$ cat src/rtl/iagc_ctrl_fsm.sv
// -----------------------------------------------------------------------------
// iagc_ctrl_fsm
//   Top-level IAGC control FSM. Decodes single-byte UART commands (plus a
//   big-endian argument for the sample command) and sequences the init,
//   sample and memory-dump engines. The current state code is exported on
//   o_iagc_status for the LED indicator stage.
//
// Ports
//   i_clock         in   system clock, all logic on posedge
//   i_reset         in   synchronous active-high reset
//   i_rx_data       in   received UART byte
//   i_rx_valid      in   1-cycle strobe qualifying i_rx_data
//   i_init_done     in   init sequence finished (level or pulse)
//   i_sample_done   in   sampler finished the requested count
//   i_dump_done     in   memory dump finished
//   o_iagc_status   out  current state code (fixed encoding, see table)
//   o_init_start    out  1-cycle pulse: start init
//   o_sample_start  out  1-cycle pulse: start sampling
//   o_sample_count  out  requested sample count, held until next valid command
//   o_dump_start    out  1-cycle pulse: start memory dump
// -----------------------------------------------------------------------------
//
// state      | meaning
// -----------+----------------------------------------------------------------
// RESET     0| held in reset; leaves on first edge without reset
// INIT      1| init engine running; waits for i_init_done
// IDLE      2| waits for a command byte
// SAMPLE    3| sampler running; waits for i_sample_done
// CMD_PARSE 4| one cycle decoding the latched command byte
// CMD_READ  5| collecting argument bytes, guarded by the inter-byte timeout
// CMD_ERROR 6| one-cycle error indication, back to IDLE
// DUMP_MEM  7| memory dump running; waits for i_dump_done

module iagc_ctrl_fsm #(
    parameter int                    IAGC_STATUS_SIZE  = 4,
    parameter int                    DATA_WIDTH        = 8,
    parameter int                    ARG_BYTES         = 2,
    parameter int                    CMD_TIMEOUT_TICKS = 100000000,
    parameter logic [DATA_WIDTH-1:0] CMD_SAMPLE        = 8'h53,
    parameter logic [DATA_WIDTH-1:0] CMD_DUMP          = 8'h44
) (
    input  logic                        i_clock,
    input  logic                        i_reset,
    input  logic [DATA_WIDTH-1:0]       i_rx_data,
    input  logic                        i_rx_valid,
    input  logic                        i_init_done,
    input  logic                        i_sample_done,
    input  logic                        i_dump_done,
    output logic [IAGC_STATUS_SIZE-1:0] o_iagc_status,
    output logic                        o_init_start,
    output logic                        o_sample_start,
    output logic [8*ARG_BYTES-1:0]      o_sample_count,
    output logic                        o_dump_start
);

    localparam int ARG_WIDTH  = 8 * ARG_BYTES;
    localparam int BYTE_CNT_W = $clog2(ARG_BYTES + 1);
    localparam int TMO_W      = $clog2(CMD_TIMEOUT_TICKS + 1);

    localparam logic [BYTE_CNT_W-1:0] LAST_BYTE = BYTE_CNT_W'(ARG_BYTES - 1);
    localparam logic [TMO_W-1:0]      TMO_LIMIT = TMO_W'(CMD_TIMEOUT_TICKS);

    typedef enum logic [2:0] {
        ST_RESET     = 3'd0,
        ST_INIT      = 3'd1,
        ST_IDLE      = 3'd2,
        ST_SAMPLE    = 3'd3,
        ST_CMD_PARSE = 3'd4,
        ST_CMD_READ  = 3'd5,
        ST_CMD_ERROR = 3'd6,
        ST_DUMP_MEM  = 3'd7
    } state_t;

    state_t                  state_q,        state_n;
    logic                    first_q,        first_n;
    logic [DATA_WIDTH-1:0]   cmd_q,          cmd_n;
    logic [ARG_WIDTH-1:0]    arg_q,          arg_n;
    logic [BYTE_CNT_W-1:0]   byte_cnt_q,     byte_cnt_n;
    logic [TMO_W-1:0]        tmo_q,          tmo_n;
    logic [ARG_WIDTH-1:0]    count_q,        count_n;
    logic                    init_start_q,   init_start_n;
    logic                    sample_start_q, sample_start_n;
    logic                    dump_start_q,   dump_start_n;

    logic [TMO_W-1:0]                tmo_inc;
    logic [ARG_WIDTH+DATA_WIDTH-1:0] shift_full;
    logic [ARG_WIDTH-1:0]            arg_shift;

    // MSB-first shift: the oldest byte ends up in the top of the argument.
    assign shift_full = {arg_q, i_rx_data};
    assign arg_shift  = shift_full[ARG_WIDTH-1:0];

    always_comb begin
        state_n        = state_q;
        cmd_n          = cmd_q;
        arg_n          = arg_q;
        byte_cnt_n     = byte_cnt_q;
        tmo_n          = tmo_q;
        count_n        = count_q;
        init_start_n   = 1'b0;
        sample_start_n = 1'b0;
        dump_start_n   = 1'b0;
        // Saturating increment so a stalled counter can never wrap to zero.
        tmo_inc        = (tmo_q == TMO_LIMIT) ? tmo_q : tmo_q + TMO_W'(1);

        case (state_q)
            ST_RESET: begin
                state_n      = ST_INIT;
                init_start_n = 1'b1;
            end

            // first_q masks done inputs in the cycle that carries the start
            // pulse, so a stale done level cannot short-circuit the state.
            ST_INIT: begin
                if (!first_q && i_init_done) begin
                    state_n = ST_IDLE;
                end
            end

            ST_IDLE: begin
                if (i_rx_valid) begin
                    cmd_n   = i_rx_data;
                    state_n = ST_CMD_PARSE;
                end
            end

            ST_CMD_PARSE: begin
                byte_cnt_n = '0;
                tmo_n      = '0;
                arg_n      = '0;
                if (cmd_q == CMD_SAMPLE) begin
                    state_n = ST_CMD_READ;
                end else if (cmd_q == CMD_DUMP) begin
                    state_n      = ST_DUMP_MEM;
                    dump_start_n = 1'b1;
                end else begin
                    state_n = ST_CMD_ERROR;
                end
            end

            // A byte takes priority over the timeout: it is checked first, so
            // one arriving in the cycle the counter would hit the limit wins.
            ST_CMD_READ: begin
                if (i_rx_valid) begin
                    arg_n      = arg_shift;
                    tmo_n      = '0;
                    byte_cnt_n = byte_cnt_q + BYTE_CNT_W'(1);
                    if (byte_cnt_q == LAST_BYTE) begin
                        byte_cnt_n = '0;
                        if (arg_shift == '0) begin
                            state_n = ST_CMD_ERROR;
                        end else begin
                            count_n        = arg_shift;
                            state_n        = ST_SAMPLE;
                            sample_start_n = 1'b1;
                        end
                    end
                end else begin
                    tmo_n = tmo_inc;
                    if (tmo_inc == TMO_LIMIT) begin
                        state_n = ST_CMD_ERROR;
                    end
                end
            end

            ST_CMD_ERROR: begin
                state_n = ST_IDLE;
            end

            ST_SAMPLE: begin
                if (!first_q && i_sample_done) begin
                    state_n = ST_IDLE;
                end
            end

            ST_DUMP_MEM: begin
                if (!first_q && i_dump_done) begin
                    state_n = ST_IDLE;
                end
            end

            default: begin
                state_n = ST_RESET;
            end
        endcase

        first_n = (state_n != state_q);
    end

    always_ff @(posedge i_clock) begin
        if (i_reset) begin
            state_q        <= ST_RESET;
            first_q        <= 1'b0;
            cmd_q          <= '0;
            arg_q          <= '0;
            byte_cnt_q     <= '0;
            tmo_q          <= '0;
            count_q        <= '0;
            init_start_q   <= 1'b0;
            sample_start_q <= 1'b0;
            dump_start_q   <= 1'b0;
        end else begin
            state_q        <= state_n;
            first_q        <= first_n;
            cmd_q          <= cmd_n;
            arg_q          <= arg_n;
            byte_cnt_q     <= byte_cnt_n;
            tmo_q          <= tmo_n;
            count_q        <= count_n;
            init_start_q   <= init_start_n;
            sample_start_q <= sample_start_n;
            dump_start_q   <= dump_start_n;
        end
    end

    assign o_iagc_status  = IAGC_STATUS_SIZE'(state_q);
    assign o_init_start   = init_start_q;
    assign o_sample_start = sample_start_q;
    assign o_sample_count = count_q;
    assign o_dump_start   = dump_start_q;

endmodule

$ cat config.mk
export PLATFORM = sky130hd
export DESIGN_NAME = iagc_ctrl_fsm
export DESIGN_NICKNAME = d
export VERILOG_FILES = /design/src/rtl/iagc_ctrl_fsm.sv
export SDC_FILE = /design/constraint.sdc
export NUM_CORES = 1
export LEC_CHECK = 0
export ABC_CLOCK_PERIOD_IN_PS = 3200
export CAP_MARGIN = 30
export CORE_MARGIN = 2
export CORE_UTILIZATION = 53
export CTS_CLUSTER_SIZE = 30
export DETAILED_ROUTE_END_ITERATION = 7
export HOLD_SLACK_MARGIN = 0.1
export MAX_ROUTING_LAYER = met4
export PLACE_DENSITY = 0.75
export SETUP_SLACK_MARGIN = 0.02
export SYNTH_ARGS = -nofsm -noshare
export SYNTH_HDL_FRONTEND = slang
export SYNTH_SLANG_ARGS = --single-unit
$ cat constraint.sdc
create_clock -name i_clock -period 3.2 [get_ports i_clock]
set_input_delay 0.64 -clock i_clock [delete_from_list [all_inputs] [get_ports i_clock]]
set_output_delay 0.64 -clock i_clock [all_outputs]
set_load 0.02 [all_outputs]
==> run_results.csv <==
group,metric,value,unit
clocking,ctsResizeCount,0,
die,coreArea,6830,um^2
sta,fmax,377,MHz
worst_setup_path,critical_path.max_fanout,7,
detailed_routing,totalWireLength,9550,um
global_routing,grt_max_degree,37,
sta,maxSlewViolCount,0,
yosys,synth_top_area_cell,"dfxtp_1",
worst_setup_path,critPathRequiredTime,3.43,ns
clocking,clockBufferDepth,2,
sta,slew_headroom,0.554,
yosys,yosysWarnings,0,
detailed_routing,ant_nets,0,
clocking,cts_tree,"yes",
yosys,syn_area_per_cell,8.19,um^2
detailed_routing,vias,3518,
yosys,synth.top_cell.area_share,0.364,
sta,hold_viol,0,
clocking,cts_max_level,3,
sta,period_share,0.828,
die,die_w,88.0,um
yosys,synth_top_flop_cell,"dfxtp_1",
worst_setup_path,worst_ep_arrival_time,2.88,ns
detailed_routing,drt_drc_violations_left,0,
global_routing,grt_pass1_vias,3306,
detailed_routing,dr.pass1.iters,4,
global_routing,track_usage,0.265,
die,ioPinCount,37,
finish,area_growth,13.5,%
power_and_ir_drop,p_per_area,408,nW/um^2
clocking,cts_buffers,9,
power_and_ir_drop,peakVddDrop,0.000285,V
power_and_ir_drop,finalPower,1.73,mW
placement,pre_cts_ws,0.602,ns
sta,worst_pin_slew,0.669,ns
finish,mostFrequentLayoutCell,"nor2_1",
yosys,ys_ff_latch,68,
global_routing,overflow,0,
yosys,synth_cell_types,59,
finish,final_util,0.622,
sta,rsz0062_at_grt,"no",
yosys,syn-num-nets,473,
sta,finalSetupViolCount,0,
yosys,ys_seq_area_frac,0.364,
run_status,status,"finished, final reports clean",
die,die_area,7750,um^2
sta,finalSetupTns,0,ns
flow_run,maxCapViolCount,0,
hold_path,hp-class,"reg2reg",
clocking,clock_latency,0.34,ns
finish,finalNetCount,490,
worst_setup_path,critPathKind,"reg2reg",
power_and_ir_drop,switching_share,0.261,
worst_setup_path,cpPeakStageDelay,0.49,ns
sta,skew,0.00871,ns
die,std_cell_rows,30,
power_and_ir_drop,p_comb_frac,0.087,
power_and_ir_drop,clkPwrFrac,0.405,
worst_setup_path,crit_path_top_delay_cell,"nor4_2",
yosys,netlist_top_cells_area,"dfxtp_1, mux2i_1, nor2_1",
finish,n_antenna_cell,0,
clocking,cts.sinks,68,
power_and_ir_drop,seq_power_share,0.508,
worst_setup_path,path_cells,"ha_1, nand3_1, nor4_2, xor2_1, nand4_1, nor4_2, nand4_1, o31a_1",
detailed_routing,via_per_inst,6.12,
yosys,async_flop_share,0,
sta,min_period,2.65,ns
yosys,syn_area,3740,um^2
worst_setup_path,worstSetupEndpointType,"flop",
detailed_routing,drtIter0Drc,247,
power_and_ir_drop,p_leak,1.56,nW
global_routing,antenna_found_initial,0,
finish,drive_gt1_frac,0.0919,
clocking,clkTransAtPathRegs,0.07,ns
placement,hpwl,6520,um
yosys,synth_edf_count,0,
global_routing,grt_first_pass_wirelength,15800,um
clocking,cts-root-buf,"clkbuf_8",
yosys,synth_cells,457,
finish,final_cell_mix,"nor2_1, dfxtp_1, clkdlybuf4s50_1",
placement,portBuffers,35,
die,die_h,88.0,um
power_and_ir_drop,intPower,1.28,mW
die,start_util,0.548,
power_and_ir_drop,p_switching,0.452,mW
placement,gp_congestion,0.935,
detailed_routing,wire_per_inst,16.6,um
clocking,cts_hold_buffers,0,
worst_setup_path,critPathLaunchType,"flop",
clocking,post_cts_buffers,0,
sta,layout_setup_ws,0.549,ns
==> logic make-up (layout without fill, tap and decap cells) <==
kind of cell,count (synthesis),in the layout,synth area share
fa+ha+maj,2,2,0.00668
compound gates,99,99,0.158
flops,68,68,0.364
other cells,1,1,0.00100
xor+xnor,14,14,0.0328
simple gates,197,197,0.290
buf+inv,47,69,0.0699
mux,29,29,0.0779
==> per-layer routing <==
layer  vias to the layer above  part of all wire  routed length [um]  global-route usage
li1                       1684                 -                   -                   -
met2                       133              0.46                4420               0.395
met3                        18             0.056                 536              0.0339
met4                         0             0.021                 204               0.121
met1                      1683              0.46                4390               0.358
met5                         -                 0                   0                   -
==> flip-flops by register name, indices dropped and copies added (netlist names), 2 cells and up <==
register,count
tmo_q,27
arg_q,8
cmd_q,8
byte_cnt_q,2
state_q,3
o_sample_count,16
==> worst max-delay path, delay by kind of cell (launching register included) <==
kind / cells / cell delay (ns)
and+or+nand+nor: 5 / 1.26
adders and majority gates: 1 / 0.33
DFF: 1 / 0.43
AOI/OAI and AO/OA: 1 / 0.33
xor gates and xnor gates: 1 / 0.19
==> final cells by class <==
| class | instances | area (um^2) |
|---|---|---|
| flip-flops and latches | 68 | 1360 |
| multi-input cells | 342 | 2120 |
| well taps | 96 | 120 |
| clock inverters | 6 | 63.8 |
| clock buffers | 10 | 128 |
| repair buffers | 46 | 428 |
| inverters | 7 | 26.3 |
| fillers | 667 | 2580 |
==> metrics by stage <==
step	hold slack (ns)	instances	instance area, um^2
after floorplan	0.452	457	3740
final	0.496	575	4250
after CTS	0.493	575	4250
after global routing	0.511	575	4250
after global placement	0.469	559	4060
after detailed placement	0.484	559	4060
==> power by group through the flow <==
stage                     logic, mW  registers, mW  clock network [mW]
final                         0.151          0.881               0.702
after global routing          0.166          0.883               0.752
after CTS                     0.150          0.880               0.713
after detailed placement      0.149          0.900                   0
after global placement        0.147          0.899                   0
after floorplan               0.104          0.892                   0
==> synthesized netlist by cell type, types with 3 or more instances <==
master	count
a21oi_1	30
a22oi_1	11
a311oi_1	4
a31oi_1	11
and2_1	4
and3_1	9
buf_2	6
buf_4	4
buf_6	4
clkbuf_1	20
clkbuf_8	3
dfxtp_1	68
inv_1	7
mux2i_1	28
nand2_1	29
nand2b_1	3
nand3_1	8
nand4_1	16
nor2_1	70
nor2b_1	3
nor3_1	6
nor3b_1	3
nor4_1	11
nor4_2	6
nor4b_1	5
o21ai_0	29
or3_1	9
xnor2_1	10
xor2_1	4
==> path summary, 6_finish.rpt <==
kind / from / endpoint / slack [ns] / depth (start not counted)
setup / recovery: tmo_q[1] / state_q[0] / 0.55 / 8
hold / removal: byte_cnt_q[1] / byte_cnt_q[1] / 0.50 / 1
setup reg to reg: tmo_q[1] / state_q[0] / 0.55 / 8
hold reg to reg: byte_cnt_q[1] / byte_cnt_q[1] / 0.50 / 1
Power figures use the tool's default switching activity.
